[config.mk]
export PLATFORM = sky130hd
export DESIGN_NAME = wb_port_arbiter
export DESIGN_NICKNAME = d
export VERILOG_FILES = /design/src/rtl/wb_port_arbiter_pkg.sv /design/src/rtl/wb_scoreboard.sv /design/src/rtl/wb_port_arbiter.sv
export SDC_FILE = /design/constraint.sdc
export NUM_CORES = 1
export LEC_CHECK = 0
export ABC_AREA = 1
export CAP_MARGIN = 20
export CORE_AREA = 2 2 158 160
export CTS_CLUSTER_DIAMETER = 150
export DETAILED_ROUTE_END_ITERATION = 10
export DIE_AREA = 0 0 160 162
export HOLD_SLACK_MARGIN = 0.12
export SYNTH_ARGS = -nofsm -noshare
export SYNTH_HDL_FRONTEND = slang
export SYNTH_SLANG_ARGS = --single-unit
[constraint.sdc]
create_clock -name clk -period 5.4 [get_ports clk]
set_input_delay 1.08 -clock clk [delete_from_list [all_inputs] [get_ports clk]]
set_output_delay 1.08 -clock clk [all_outputs]
set_load 0.1 [all_outputs]
[src/rtl/wb_port_arbiter_pkg.sv]
// Shared types and constants for the register-file write-port arbiter.
package wb_port_arbiter_pkg;

    localparam int unsigned REG_AW   = 5;
    localparam int unsigned XLEN     = 32;
    localparam int unsigned NUM_REGS = 32;

    localparam logic [REG_AW-1:0] REG_ZERO = 5'd0;

    typedef enum logic [1:0] {
        WB_SRC_NONE,
        WB_SRC_PIPE,
        WB_SRC_LU
    } wb_src_e;

    typedef enum logic {
        ARB_NORMAL,
        ARB_FORCE_LU
    } arb_state_e;

    typedef struct packed {
        logic              we;
        logic [REG_AW-1:0] rd;
        logic [XLEN-1:0]   wd;
    } wb_req_t;

endpackage

[src/rtl/wb_scoreboard.sv]
// Pending-destination scoreboard for long-latency ops: issue gating and decode hazards.
module wb_scoreboard
    import wb_port_arbiter_pkg::*;
#(
    parameter int unsigned MAX_OUTSTANDING = 4
) (
    input  logic              clk,
    input  logic              rst,
    input  logic              issue_valid,
    input  logic [REG_AW-1:0] issue_rd,
    output logic              issue_ready,
    input  logic              clr_valid,
    input  logic [REG_AW-1:0] clr_rd,
    input  logic [REG_AW-1:0] dec_rs1,
    input  logic [REG_AW-1:0] dec_rs2,
    input  logic [REG_AW-1:0] dec_rd,
    output logic              hazard_stall
);

    localparam int unsigned CNT_W = 6;

    logic [NUM_REGS-1:0] pending;
    logic [NUM_REGS-1:0] pending_next;
    logic [CNT_W-1:0]    count;
    logic [CNT_W-1:0]    count_next;
    logic                set_en;
    logic                clr_en;

    // Readiness looks only at pre-update state, so a same-cycle retire cannot unblock.
    assign issue_ready = !pending[issue_rd] && (count < CNT_W'(MAX_OUTSTANDING));
    assign set_en      = issue_valid && issue_ready && (issue_rd != REG_ZERO);
    assign clr_en      = clr_valid && (clr_rd != REG_ZERO) && pending[clr_rd];

    assign hazard_stall = ((dec_rs1 != REG_ZERO) && pending[dec_rs1]) ||
                          ((dec_rs2 != REG_ZERO) && pending[dec_rs2]) ||
                          ((dec_rd  != REG_ZERO) && pending[dec_rd]);

    // set requires !pending and clear requires pending, so they never hit the same bit.
    always_comb begin
        pending_next = pending;
        count_next   = count;
        if (clr_en) begin
            pending_next[clr_rd] = 1'b0;
            count_next           = count_next - CNT_W'(1);
        end
        if (set_en) begin
            pending_next[issue_rd] = 1'b1;
            count_next             = count_next + CNT_W'(1);
        end
    end

    always_ff @(posedge clk or posedge rst) begin
        if (rst) begin
            pending <= '0;
            count   <= '0;
        end else begin
            pending <= pending_next;
            count   <= count_next;
        end
    end

    // Issuing into a blocked scoreboard is a protocol violation and is dropped.
    property p_issue_legal;
        @(posedge clk) disable iff (rst) issue_valid |-> issue_ready;
    endproperty
    a_issue_legal: assert property (p_issue_legal);

endmodule

[src/rtl/wb_port_arbiter.sv]
// Arbitrates the register-file write port between pipeline writeback and a
// buffered long-latency unit result, with starvation-forced pipeline stall.
module wb_port_arbiter
    import wb_port_arbiter_pkg::*;
#(
    parameter int unsigned STARVE_MAX      = 4,
    parameter int unsigned MAX_OUTSTANDING = 4
) (
    input  logic              clk,
    input  logic              rst,
    input  logic              pipe_we,
    input  logic [REG_AW-1:0] pipe_rd,
    input  logic [XLEN-1:0]   pipe_wd,
    output logic              pipe_stall,
    input  logic              lu_valid,
    output logic              lu_ready,
    input  logic [REG_AW-1:0] lu_rd,
    input  logic [XLEN-1:0]   lu_wd,
    input  logic              issue_valid,
    input  logic [REG_AW-1:0] issue_rd,
    output logic              issue_ready,
    input  logic [REG_AW-1:0] dec_rs1,
    input  logic [REG_AW-1:0] dec_rs2,
    input  logic [REG_AW-1:0] dec_rd,
    output logic              hazard_stall,
    output logic              rf_we,
    output logic [REG_AW-1:0] rf_a3,
    output logic [XLEN-1:0]   rf_wd
);

    localparam int unsigned WAIT_W = 4;

    arb_state_e        state;
    arb_state_e        state_next;
    wb_src_e           src;
    wb_req_t           pipe_req;
    wb_req_t           lu_buf;
    wb_req_t           wb_next;
    logic              lu_buf_v;
    logic              drain;
    logic              lu_load;
    logic [WAIT_W-1:0] wait_cnt;
    logic [WAIT_W-1:0] wait_next;

    // The buffer's we bit doubles as its valid flag.
    assign lu_buf_v = lu_buf.we;

    always_comb begin
        pipe_req.we = pipe_we && (pipe_rd != REG_ZERO);
        pipe_req.rd = pipe_rd;
        pipe_req.wd = pipe_wd;
    end

    // Grant and next-state.
    always_comb begin
        src        = WB_SRC_NONE;
        state_next = state;
        case (state)
            ARB_FORCE_LU: begin
                if (lu_buf_v) begin
                    src = WB_SRC_LU;
                end
                state_next = ARB_NORMAL;
            end
            default: begin
                if (pipe_req.we) begin
                    src = WB_SRC_PIPE;
                end else if (lu_buf_v) begin
                    src = WB_SRC_LU;
                end
                if (lu_buf_v && (src == WB_SRC_PIPE) &&
                    (wait_cnt == WAIT_W'(STARVE_MAX - 1))) begin
                    state_next = ARB_FORCE_LU;
                end
            end
        endcase
    end

    assign drain    = (src == WB_SRC_LU);
    assign lu_ready = !lu_buf_v || drain;
    assign lu_load  = lu_valid && lu_ready && (lu_rd != REG_ZERO);

    always_comb begin
        wait_next = wait_cnt;
        if (!lu_buf_v || drain) begin
            wait_next = '0;
        end else if (wait_cnt < WAIT_W'(STARVE_MAX)) begin
            wait_next = wait_cnt + WAIT_W'(1);
        end
    end

    always_comb begin
        wb_next = '0;
        case (src)
            WB_SRC_PIPE: wb_next = pipe_req;
            WB_SRC_LU:   wb_next = lu_buf;
            default:     wb_next = '0;
        endcase
    end

    always_ff @(posedge clk or posedge rst) begin
        if (rst) begin
            state      <= ARB_NORMAL;
            pipe_stall <= 1'b0;
            wait_cnt   <= '0;
        end else begin
            state      <= state_next;
            pipe_stall <= (state_next == ARB_FORCE_LU);
            wait_cnt   <= wait_next;
        end
    end

    // Single-entry long-unit result buffer; rd==0 results are accepted and dropped.
    always_ff @(posedge clk or posedge rst) begin
        if (rst) begin
            lu_buf <= '0;
        end else if (lu_load) begin
            lu_buf.we <= 1'b1;
            lu_buf.rd <= lu_rd;
            lu_buf.wd <= lu_wd;
        end else if (drain) begin
            lu_buf.we <= 1'b0;
        end
    end

    always_ff @(posedge clk or posedge rst) begin
        if (rst) begin
            rf_we <= 1'b0;
            rf_a3 <= '0;
            rf_wd <= '0;
        end else begin
            rf_we <= wb_next.we;
            rf_a3 <= wb_next.rd;
            rf_wd <= wb_next.wd;
        end
    end

    wb_scoreboard #(
        .MAX_OUTSTANDING (MAX_OUTSTANDING)
    ) u_scoreboard (
        .clk          (clk),
        .rst          (rst),
        .issue_valid  (issue_valid),
        .issue_rd     (issue_rd),
        .issue_ready  (issue_ready),
        .clr_valid    (drain),
        .clr_rd       (lu_buf.rd),
        .dec_rs1      (dec_rs1),
        .dec_rs2      (dec_rs2),
        .dec_rd       (dec_rd),
        .hazard_stall (hazard_stall)
    );

endmodule

# Yosys cells after proc, flatten, opt, wreduce, memory -nomap -nowiden
# Index checks and enable logic that the tools add are counted.
[classes] add_sub_neg=3 order_cmp=9 n_eq_ne=4 n_mux=29 bitwise_logic=3 reduce_logical=29
[ops] op="38-bit case mux with 2 select lines" count=1
[ops] op="32-bit 2-to-1 mux" count=2
[ops] op="5-bit nonzero test" count=7
[ops] op="32-bit bitwise AND" count=1
[ops] op="32-bit inverter" count=1
[ops] op="32-bit bitwise OR" count=1
[ops] op="5-bit by 6-bit < comparator with 1-bit output, second input constant" count=5
[ops] op="1-bit binary-select mux with 5-bit select" count=5
[ops] op="1-bit logical AND" count=15
[ops] op="6-bit 2-to-1 mux" count=2
[ops] op="1-bit 2-to-1 mux" count=11
[ops] op="1-bit demux with 5-bit select" count=2
[ops] op="5-bit by 1-bit >= comparator with 1-bit output, second input constant" count=2
[ops] op="2-bit 2-to-1 mux" count=4
[ops] op="4-bit 2-to-1 mux" count=2
[ops] op="6-bit by 1-bit adder with 6-bit output, second input constant" count=1
[ops] op="6-bit by 3-bit < comparator with 1-bit output, second input constant" count=1
[ops] op="6-bit by 1-bit subtractor with 6-bit output, second input constant" count=1
[ops] op="4-bit by 1-bit adder with 4-bit output, second input constant" count=1
[ops] op="2-bit by 1-bit equality test with 1-bit output, second input constant" count=2
[ops] op="4-bit by 2-bit equality test with 1-bit output, second input constant" count=1
[ops] op="4-bit by 3-bit < comparator with 1-bit output, second input constant" count=1
[ops] op="2-bit nonzero test" count=2
[ops] op="1-bit logical OR" count=3
[ops] op="other kinds (2)" count=3
[word_totals] reg_bits=119 inputBits=99 output_inout_bits=42 wordCells=87

# Depth between registers and ports, before layout
[logic_depth] word_depth=11 ltp_mapped=21 mapped_depth_nobuf=20

# Cells and area by module
# From an unflattened synthesis, not the netlist that was laid out.
[hier_totals] cells_unflattened=986 hier_area_um2=7010.5
[by_module_without_submodules] module="wb_scoreboard" instances=1 cells_per_inst=622 area_each_um2=3607.2 seq_area_each_um2=950.9
[by_module_without_submodules] module="wb_port_arbiter" instances=1 cells_per_inst=364 area_each_um2=3403.3 seq_area_each_um2=2026.9

# Worst setup path before layout
# No wires, ideal clock.
[synth_timing] kind="input-to-output" from="in dec_rs1[0]" to="out hazard_stall" arrival_time_ns=3.500 t_required_ns=4.320 setup_slack_ns=0.820 path_stages=9 cell_sequence="clkbuf_1 inv_1 clkbuf_1 nor2_1 o21ai_0 o211ai_1 nand3_1 a21oi_1 o211ai_1"
[synth_between] elab_chain_len=5 elab_cells_between_ends=6 classes_between="mux: 2; reduce/logical: 4"
[synth_lines] element="start: declaration" line="wb_port_arbiter.sv:22" source="input logic [REG_AW-1:0] dec_rs1,"
[synth_lines] element="1-bit binary-select mux with 5-bit select" line="wb_scoreboard.sv:34" source="assign hazard_stall = ((dec_rs1 != REG_ZERO) && pending[dec_rs1]) ||"
[synth_lines] element="1-bit 2-to-1 mux (not written as such)" line="wb_scoreboard.sv:34"
[synth_lines] element="1-bit logical AND *" line="wb_scoreboard.sv:34"
[synth_lines] element="1-bit logical OR *" line="wb_scoreboard.sv:34"
[synth_lines] element="1-bit logical OR *" line="wb_scoreboard.sv:35" source="((dec_rs2 != REG_ZERO) && pending[dec_rs2]) ||"
[synth_lines] element="end: declaration" line="wb_port_arbiter.sv:25" source="output logic hazard_stall,"
# Every way passes the cells marked *; elsewhere a longest branch is shown, timed or not. The select of a mux whose other input is x is not followed.

# Worst setup path after layout
[layout_timing] from="in dec_rd[0]" to="out hazard_stall"
[layout_between] elab_chain_len=4 elab_cells_between_ends=5 classes_between="mux: 2; reduce/logical: 3"
[layout_lines] element="start: declaration" line="wb_port_arbiter.sv:24" source="input logic [REG_AW-1:0] dec_rd,"
[layout_lines] element="1-bit binary-select mux with 5-bit select" line="wb_scoreboard.sv:36" source="((dec_rd != REG_ZERO) && pending[dec_rd]);"
[layout_lines] element="1-bit 2-to-1 mux (not written as such)" line="wb_scoreboard.sv:36"
[layout_lines] element="1-bit logical AND *" line="wb_scoreboard.sv:36"
[layout_lines] element="1-bit logical OR *" line="wb_scoreboard.sv:35"
# Marked as above.

==> flow_summary.yaml <==
floorplan:
  start_util_pct: 28.5
  fp.dieW_um: 160
  num_rows: 57
  die_y_um: 162
  io_pins: 141
  coreArea_um2: 24100
  die_area_um2: 25900
synthesis:
  async_flop_share_pct: 100
  syn_inst: 931
  ys_warn_count: 0
  netlist_top_cells_area: "dfrtp_1, nand2_1, o21ai_0, a21oi_1, mux2_2"
  syn_avg_cell_area_um2: 7.39
  syn_nets: 1034
  synth.cells.most_frequent: "nand2_1, dfrtp_1, o21ai_0, a21oi_1, inv_1"
  synth_seq_cells: 119
  synth_flop_cell: "dfrtp_1"
  netlist_area_um2: 6880
  ys_seq_area_share_pct: 43.3
  ys_types: 41
  yosysTopAreaCell: "dfrtp_1"
  synth_most_common_cell: "nand2_1"
  yosysTopAreaCellShare_pct: 43.3
  synth-edff-count: 0
route:
  wire_per_inst_um: 16.4
  via_per_inst: 4.81
  vias: 6706
  drtIter0Drc: 502
  wl_um: 22800
  remaining_drc_errors: 0
  ant_nets: 0
  dr.pass1.iters: 5
clock_network:
  ctsHoldBuffers: 0
  cts_resized: 0
  clk_path_buf_depth: 2
  cts.sinks: 119
  clk_latency_ns: 0.42
  post_cts_buffers: 0
  numCtsBuffers: 17
  cts_root_buffer: "clkbuf_16"
  clk_pin_slew_ns: 0.06
  cts_tree: "done"
  h-tree-depth: 4
power:
  power_density_nw_per_um2: 543
  p_leak_nw: 4.02
  peakVddDrop_mv: 0.283
worst_hold_path:
  hold_start: "lu_buf[24]"
  hp-class: "reg2reg"
  min_to: "lu_buf[24]"
  min_delay_path_depth: 1
timing:
  skew_ns: 0.0119
  hold_violations: 0
  worst_slack_ns: 0.913
  fmax_ghz: 0.223
  tightest_slew_ns: 1.07
  period_needed_ns: 4.49
  setup_viol: 0
  fin_crit_sh_pct: 83.1
  timing.slew.headroom_pct: 28.2
  finalSetupTns_ns: 0
  rsz0062_at_grt: "false"
  slew_violations: 0
placed_design:
  dp_hpwl_um: 16500
  io_buffer_count: 140
  dpl_worst_slack_ns: 0.932
  gp_congestion: 0.932
setup_path:
  reg2reg_from: "lu_buf[32]"
  end_kind: "primary output"
  crit_path_start_kind: "primary input"
  worstSetupPathType: "in2out"
  worstPathMaxFanout: 19
  ff2ff_setup_slack_ns: 2.51
  worstRegToRegCells: 15
  arrival_ns: 3.41
  cp_data_required_time_ns: 4.32
  rr_endpoint: "u_scoreboard.count[3]"
run:
  max_cap_viol_count: 0
status:
  status: "complete, no violations"
finish:
  num_antenna_cells: 0
  layout-drive-gt1-share_pct: 9.82
  final_nets: 1159
  fill_cells: 2558
  area_delta_synth_final_pct: 34.1
grt:
  grt_pass1_wl_um: 36300
  gr-total-overflow: 0
  grt_max_degree: 55
  grt_pass1_vias: 6703
  grtUsageTotal_pct: 17.8
  antenna_found_initial: 0
==> routing by layer <==
layer	wire length [µm]	part of all wire, %	track usage, %	vias up
met5	0	0	0	-
met4	479	2.1	7.21	0
met3	2320	10	7.28	37
met2	10200	45	27.6	282
met1	9810	43	22.2	3089
li1	-	-	-	3298
==> state kept, by name (all words and copies together), names as in the netlist <==
name / count
rf_wd: 32
state: 1
lu_buf_v: 1
lu_buf: 37
rf_we: 1
rf_a3: 5
u_scoreboard.pending: 32
wait_cnt: 4
u_scoreboard.count: 6
==> worst max-delay path, stage by stage <==
cell and delay [ns]:
clkdlybuf4s50_1 0.83, inv_1 0.29, a21oi_1 0.20, o21ai_0 0.09, nand3_1 0.08, nand3_1 0.08
nand2_1 0.06, nor2_1 0.04, or2_2 0.29, o211ai_1 0.14, buf_12 0.22
==> through the flow <==
stage / instances / hold slack (ns) / power [mW] / cell area, µm² / utilization, %
after floorplan: 931 / 0.474 / 3.11 / 6880 / -
after global placement: 1361 / 0.487 / 3.78 / 8590 / 35.6
after detailed placement: 1361 / 0.494 / 3.81 / 8590 / 35.6
after CTS: 1393 / 0.507 / 5.02 / 9220 / 38.3
after global routing: 1393 / 0.511 / 5.33 / 9220 / 38.3
final: 1393 / 0.505 / 5.01 / 9220 / 38.3
==> cell type report <==
type	instances	area, µm²	area share (%)
well taps	324	405	4.40
repair buffers	150	1510	16.3
flip-flops and latches	119	2980	32.3
clock buffers	20	467	5.06
inverters	79	302	3.27
clock inverters	12	164	1.78
multi-input cells	689	3400	36.9
==> cells by family after synthesis <==
family	synth area share [%]
and+or+nand+nor	25.6
muxes	5.40
DFF	43.3
adders and majority gates	0.728
xor gates and xnor gates	0.637
buffers and inverters	7.53
AOI/OAI and AO/OA	16.8
==> where the power goes <==
group	leakage, nW	total [mW]	switching [mW]	internal, mW
combinational	2.19	2.23	1.53	0.702
sequential	1.53	1.58	0.348	1.23
clock	0.296	1.20	0.436	0.768
total	4.02	5.01	2.31	2.70
==> worst max-delay path by stage <==
stage          slack (ns)      endpoint  cells after the start       start
2_1_floorplan        0.82  hazard_stall                      9  dec_rs1[0]
3_3_place_gp          1.0  hazard_stall                     11   dec_rd[0]
3_5_place_dp         0.93  hazard_stall                     12  dec_rs2[0]
4_1_cts              0.93  hazard_stall                     12  dec_rs2[0]
5_1_grt              0.63  hazard_stall                     11   dec_rd[0]
6_report             0.91  hazard_stall                     11   dec_rd[0]
==> placed cells by master, fill, tap and decap left out, types with 4 or more instances in the layout <==
master / n
o21ai_0: 118
buf_4: 10
clkinvlp_4: 4
o211ai_1: 4
nand2_2: 6
clkbuf_16: 17
o21ai_1: 5
nor2_4: 4
inv_2: 7
nand2_1: 319
dfrtp_1: 119
ha_1: 4
nor3_1: 18
a21oi_1: 87
mux2_2: 32
clkdlybuf4s50_1: 137
nand4_1: 8
nor2_1: 31
nand3_1: 27
inv_1: 69
Power figures use the tool's default switching activity.
